===== src/rtl/posit_div_sequencer.sv =====
// posit_div_sequencer
//   Shares one restoring, one-bit-per-cycle mantissa divider between two
//   requesters using round-robin arbitration. Each result carries
//   q = floor((mant1 << N) / mant2), a sticky (non-zero remainder) bit, and
//   the sign/inf/zero flags of its request.
//
//   Optional feature macro: POSIT_DIV_FASTPATH_EN
//     defined   : special-value and zero-divisor requests skip CALC (DONE in 1 cycle)
//     undefined : every request iterates 2N cycles; special results are masked to 0
//
// Ports
//   clk, rst_n                 clock, asynchronous active-low reset
//   req_valid[1:0]             per-requester operand valid
//   req_ready[1:0]             per-requester accept (combinational, one-hot or zero)
//   mant1_x, mant2_x           dividend / divisor mantissas of requester x
//   sign1/2, zero1/2, inf1/2   per-requester operand flags (bit x = requester x)
//   out_valid, out_ready       result handshake
//   out_id                     requester that owns the result
//   q, sticky                  quotient and non-zero-remainder flag
//   sign, inf, zero            result flags
module posit_div_sequencer #(
    parameter int unsigned N  = 8,
    parameter int unsigned CW = $clog2(2*N)+1
) (
    input  logic             clk,
    input  logic             rst_n,
    input  logic [1:0]       req_valid,
    output logic [1:0]       req_ready,
    input  logic [N-1:0]     mant1_0,
    input  logic [N-1:0]     mant2_0,
    input  logic [N-1:0]     mant1_1,
    input  logic [N-1:0]     mant2_1,
    input  logic [1:0]       sign1,
    input  logic [1:0]       sign2,
    input  logic [1:0]       zero1,
    input  logic [1:0]       zero2,
    input  logic [1:0]       inf1,
    input  logic [1:0]       inf2,
    output logic             out_valid,
    input  logic             out_ready,
    output logic             out_id,
    output logic [2*N-1:0]   q,
    output logic             sticky,
    output logic             sign,
    output logic             inf,
    output logic             zero
);

    localparam int unsigned QW = 2*N;
    localparam int unsigned RW = N+1;

    typedef enum logic [1:0] {
        IDLE = 2'd0,
        CALC = 2'd1,
        DONE = 2'd2
    } state_t;

    state_t         state;
    state_t         state_nxt;

    logic           last_id;
    logic [1:0]     grant;
    logic           accept;
    logic           sel;
    logic [N-1:0]   sel_m1;
    logic [N-1:0]   sel_m2;
    logic           sel_sign;
    logic           sel_inf;
    logic           sel_zero;
    logic           sel_special;
    logic           take_fast;

    logic [RW-1:0]  rem;
    logic [QW-1:0]  dsr;
    logic [N-1:0]   dvs;
    logic [CW-1:0]  cnt;
    logic           special_q;

    logic [RW:0]    rem_sh;
    logic           ge;
    logic [RW-1:0]  rem_nxt;
    logic           last_step;

    // Round-robin grant: a tie goes to the requester that was not served last
    always_comb begin
        grant = req_valid;
        if (req_valid == 2'b11) begin
            grant = last_id ? 2'b01 : 2'b10;
        end
    end

    assign accept = |(req_valid & req_ready);
    assign sel    = grant[1];

    // Operand and flag selection for the granted requester
    assign sel_m1      = sel ? mant1_1 : mant1_0;
    assign sel_m2      = sel ? mant2_1 : mant2_0;
    assign sel_sign    = sign1[sel] ^ sign2[sel];
    assign sel_inf     = inf1[sel] | inf2[sel] | (sel_m2 == '0);
    assign sel_zero    = zero1[sel] | zero2[sel];
    assign sel_special = sel_inf | sel_zero;

`ifdef POSIT_DIV_FASTPATH_EN
    assign take_fast = sel_special;
`else
    assign take_fast = 1'b0;
`endif

    // One restoring step; R' is one bit wider than R so the compare never wraps
    assign rem_sh    = {rem, dsr[QW-1]};
    assign ge        = rem_sh >= (RW+1)'(dvs);
    assign rem_nxt   = ge ? RW'(rem_sh - (RW+1)'(dvs)) : RW'(rem_sh);
    assign last_step = (cnt == CW'(1));

    // State register
    always_ff @(posedge clk or negedge rst_n) begin
        if (!rst_n) begin
            state <= IDLE;
        end else begin
            state <= state_nxt;
        end
    end

    // Next-state logic
    always_comb begin
        state_nxt = state;
        case (state)
            IDLE:    if (accept)    state_nxt = take_fast ? DONE : CALC;
            CALC:    if (last_step) state_nxt = DONE;
            DONE:    if (out_ready) state_nxt = IDLE;
            default:                state_nxt = IDLE;
        endcase
    end

    // Handshake outputs decoded from the state register
    always_comb begin
        req_ready = 2'b00;
        out_valid = 1'b0;
        if (state == IDLE) req_ready = grant;
        if (state == DONE) out_valid = 1'b1;
    end

    // Operand capture and divider datapath
    always_ff @(posedge clk or negedge rst_n) begin
        if (!rst_n) begin
            last_id   <= 1'b1;
            out_id    <= 1'b0;
            sign      <= 1'b0;
            inf       <= 1'b0;
            zero      <= 1'b0;
            special_q <= 1'b0;
            rem       <= '0;
            dsr       <= '0;
            dvs       <= '0;
            cnt       <= '0;
            q         <= '0;
            sticky    <= 1'b0;
        end else if (accept) begin
            last_id   <= sel;
            out_id    <= sel;
            sign      <= sel_sign;
            inf       <= sel_inf;
            zero      <= sel_zero;
            special_q <= sel_special;
            rem       <= '0;
            dsr       <= {sel_m1, {N{1'b0}}};
            dvs       <= sel_m2;
            cnt       <= CW'(QW);
            q         <= '0;
            sticky    <= 1'b0;
        end else if (state == CALC) begin
            rem <= rem_nxt;
            dsr <= {dsr[QW-2:0], 1'b0};
            cnt <= cnt - CW'(1);
            // Special-value results are forced to zero on the final step
            if (last_step && special_q) begin
                q      <= '0;
                sticky <= 1'b0;
            end else begin
                q <= {q[QW-2:0], ge};
                if (last_step) sticky <= (rem_nxt != '0);
            end
        end
    end

endmodule

===== config.mk =====
export PLATFORM = sky130hd
export DESIGN_NAME = posit_div_sequencer
export DESIGN_NICKNAME = d
export VERILOG_FILES = /design/src/rtl/posit_div_sequencer.sv
export SDC_FILE = /design/constraint.sdc
export NUM_CORES = 1
export LEC_CHECK = 0
export BUFFER_PORTS_ARGS = -buffer_cell sky130_fd_sc_hd__buf_2
export CAP_MARGIN = 20
export CORE_ASPECT_RATIO = 1.5
export CORE_MARGIN = 3
export CORE_UTILIZATION = 57
export CTS_CLUSTER_DIAMETER = 80
export DETAILED_ROUTE_END_ITERATION = 10
export GPL_TIMING_DRIVEN = 0
export MAX_ROUTING_LAYER = met4
export PLACE_DENSITY = 0.85
export SLEW_MARGIN = 20
export SYNTH_ARGS = -nofsm -noshare
export SYNTH_HDL_FRONTEND = slang
export SYNTH_SLANG_ARGS = --single-unit

===== constraint.sdc =====
create_clock -name clk -period 5.28 [get_ports clk]
set_input_delay 0.264 -clock clk [delete_from_list [all_inputs] [get_ports clk]]
set_output_delay 0.264 -clock clk [all_outputs]
set_load 0.03 [all_outputs]

==> out/summary.txt <==
Power per cell area: 694 nW/µm²
Initial DRC Count: 168
Synth top cells by count: dfrtp_1 (54), nand2_1 (41), o21ai_0 (24)
Crit end category: flop
Placed cell count: 453
Syn Nets: 375
Arr. time, crit path: 2.71 ns
CP required: 5.48 ns
CTS Hold Bufs: 0
Post-synthesis xor/xnor area fraction: 2.07%
Worst hold margin: -0.0217 ns
Kind of critical path: flop to flop
Clock Root Buffer: clkbuf_8
Clock Pin Slew Worst Setup and Hold Paths: 0.10 ns
Num CTS Buffers: 5
IO Port Bufs: 72
PostCTS Resize Cnt: 0
YS warnings: 0
Via count: 2,630
Final hold viol count: 29
Top cells by area, synth: dfrtp_1 (46%), a22o_1 (5.6%), nand2_1 (5.2%), ha_1 (4.2%), o21ai_0 (4.1%)
Tcrit/Tclk final: 47.6%
CTS Sinks: 55
Worst-case clock buffer depth: 2
Slew Viols, Final: 0
Count leader, synth: dfrtp_1
Status: complete, but fails checks
Adder-cell share of the synthesized area: 4.89%
GRT Total Usage: 25.2%
Multiplexer share of the synthesized area: 3.38%
Post-synth top area cell: dfrtp_1
Mapped Area: 2970 µm²
Antenna diodes: 0
R2R setup slack: 2.77 ns
Core area: 4930 µm²
Number of global-route vias before repair: 2,702
Mapped Avg Cell Area: 9.41 µm²
Rel. slew slack: 54.0%
Worst Max-Slew Pin Slew: 0.686 ns
Die area: 6120 µm²
Die width: 64.9 µm
TritonRoute pass-1 iters: 4
CP Launch Type: flop
Fraction of layout cells with a size suffix above 1: 22.8%
Failing checks: negative hold slack
Dominant combinational cell family by area after synthesis: compound AO/OA/AOI/OAI gates
Compound-Gate Fraction of Synth Area: 22.8%
Post-Synthesis Cells: 315
Clk Latency, worst-skew pair: 0.31 ns
DRC Markers: 0
Final core utilization: 71.0%
Final ANT Viol Nets: 0
Simple-Gate Fraction of Synth Area: 15.9%
Leak: 1.68 nW
CTS tree: yes
Post-CTS Setup Bufs: 0
Initial antenna violation count: 0
Layout Skew: 0.00278 ns
Min Tclk post-route: 2.51 ns
Die Y: 94.3 µm
TNS Setup: 0 ns
Global-route wire length before repair: 11.7 mm
Critical path fanouts, max: 5
Async SR Flop Fraction: 100%
Hold crit path type: input pin to asynchronous set/reset pin
Post-synth EDFFs: 0
H-tree levels: 2
Power Total: 0.00243 W
DR vias/cell: 5.70
Top cell type's share of synthesized area: 45.6%
Initial Utilization: 60.2%
Routed wire length per instance: 15.6 µm
Num rows: 31
Area grow syn2layout: 18.0%
Post-synth cell types: 47
IO Pins: 73
RD Place Congestion: 0.942
Largest net degree at the start of global routing: 56
Register area share after synthesis: 46.5%
Drt total wl: 7.20 mm
VDD IR-drop max: 0.359 mV
Maxcap violations: 0
GRT Residual Overflow: 0
Number of non-filler instances in the completed layout: 461
RSZ-0062 raised after global routing: no
Highest clock rate: 398 MHz
# setup viols final: 0
Hpwl dp: 5.64 mm
Nets@finish: 454
Synthesis-stage register bit count: 55
Top FF cell, synth: dfrtp_1
## cell type report
class	instances	area (µm²)
clock buffers	5	68.8
inverters	18	67.6
repair buffers	72	363
clock inverters	3	20.0
well taps	66	82.6
plain buffers	15	67.6
multi-input cells	227	1450
fillers	409	1430
flip-flops and latches	55	1380
## stage by stage
step,area (µm²),setup WS [ns],hold WS (ns)
2_1_floorplan,2970,3.06,-0.0316
5_1_grt,3500,2.61,0.0326
6_report,3500,2.77,-0.0217
4_1_cts,3500,2.77,0.00196
3_5_place_dp,3410,2.80,0.344
3_3_place_gp,3410,2.84,0.458
## sequential cells by signal (all words and copies together) (netlist names)
signal	cells
cnt	5
dsr	8
dvs	8
inf	1
last_id	1
out_id	1
q	16
rem	9
sign	1
special_q	1
state	2
sticky	1
zero	1
## per-layer routing
metal | global-route usage [%] | wire length, µm
met5 | - | 0
met4 | 9.35 | 162
met3 | 2.86 | 209
met2 | 44.5 | 3920
met1 | 29.1 | 2900
## path summary, 6_finish.rpt
kind	startpoint	to	depth (start not counted)
min	rst_n	rem[7]	1
max	dsr[15]	sticky	9
max reg2reg	dsr[15]	sticky	9
min in group clk	out_ready	state[1]	2
min reg2reg	last_id	last_id	2
max in group asynchronous	rst_n	dvs[4]	1
## placed cells by master (no fill, tap or decap), types with 4 or more instances in the layout
cell type / netlist / final
buf_2: 3 / 74
dfrtp_1: 54 / 54
nand2_1: 41 / 41
o21ai_0: 24 / 24
nor2_1: 23 / 23
a22o_1: 19 / 19
inv_1: 18 / 18
clkbuf_1: 11 / 11
a21oi_1: 10 / 10
a31oi_1: 10 / 10
mux2i_1: 10 / 10
ha_1: 10 / 10
o21ai_1: 9 / 9
a22oi_1: 7 / 7
nand2b_1: 6 / 6
nand3_1: 6 / 6
nor4_1: 6 / 6
xnor2_1: 5 / 5
clkbuf_8: 0 / 5
nor3_1: 4 / 4
nand4_1: 4 / 4
## cell families after synthesis
| family | count (synthesis) |
|---|---|
| xor+xnor | 7 |
| fa+ha+maj | 11 |
| flops | 55 |
| compound gates | 99 |
| simple gates | 100 |
| buf+inv | 33 |
| mux | 10 |
## power by group
| part | internal (W) | switching, W |
|---|---|---|
| Sequential | 0.000618 | 0.000153 |
| Combinational | 0.000554 | 0.000872 |
| Clock | 0.0000926 | 0.000139 |
| Total | 0.00127 | 0.00116 |
## worst max-delay path, stage by stage, from the launching register on
cell       delay (ns)
dfrtp_1          0.44
inv_1            0.08
ha_1             0.17
inv_1            0.06
fa_1             0.41
nand3_2          0.15
a2111oi_0        0.11
a311oi_1         0.48
a41oi_1          0.19
o31a_1           0.32
No activity file was read; power rests on OpenSTA's default activity.
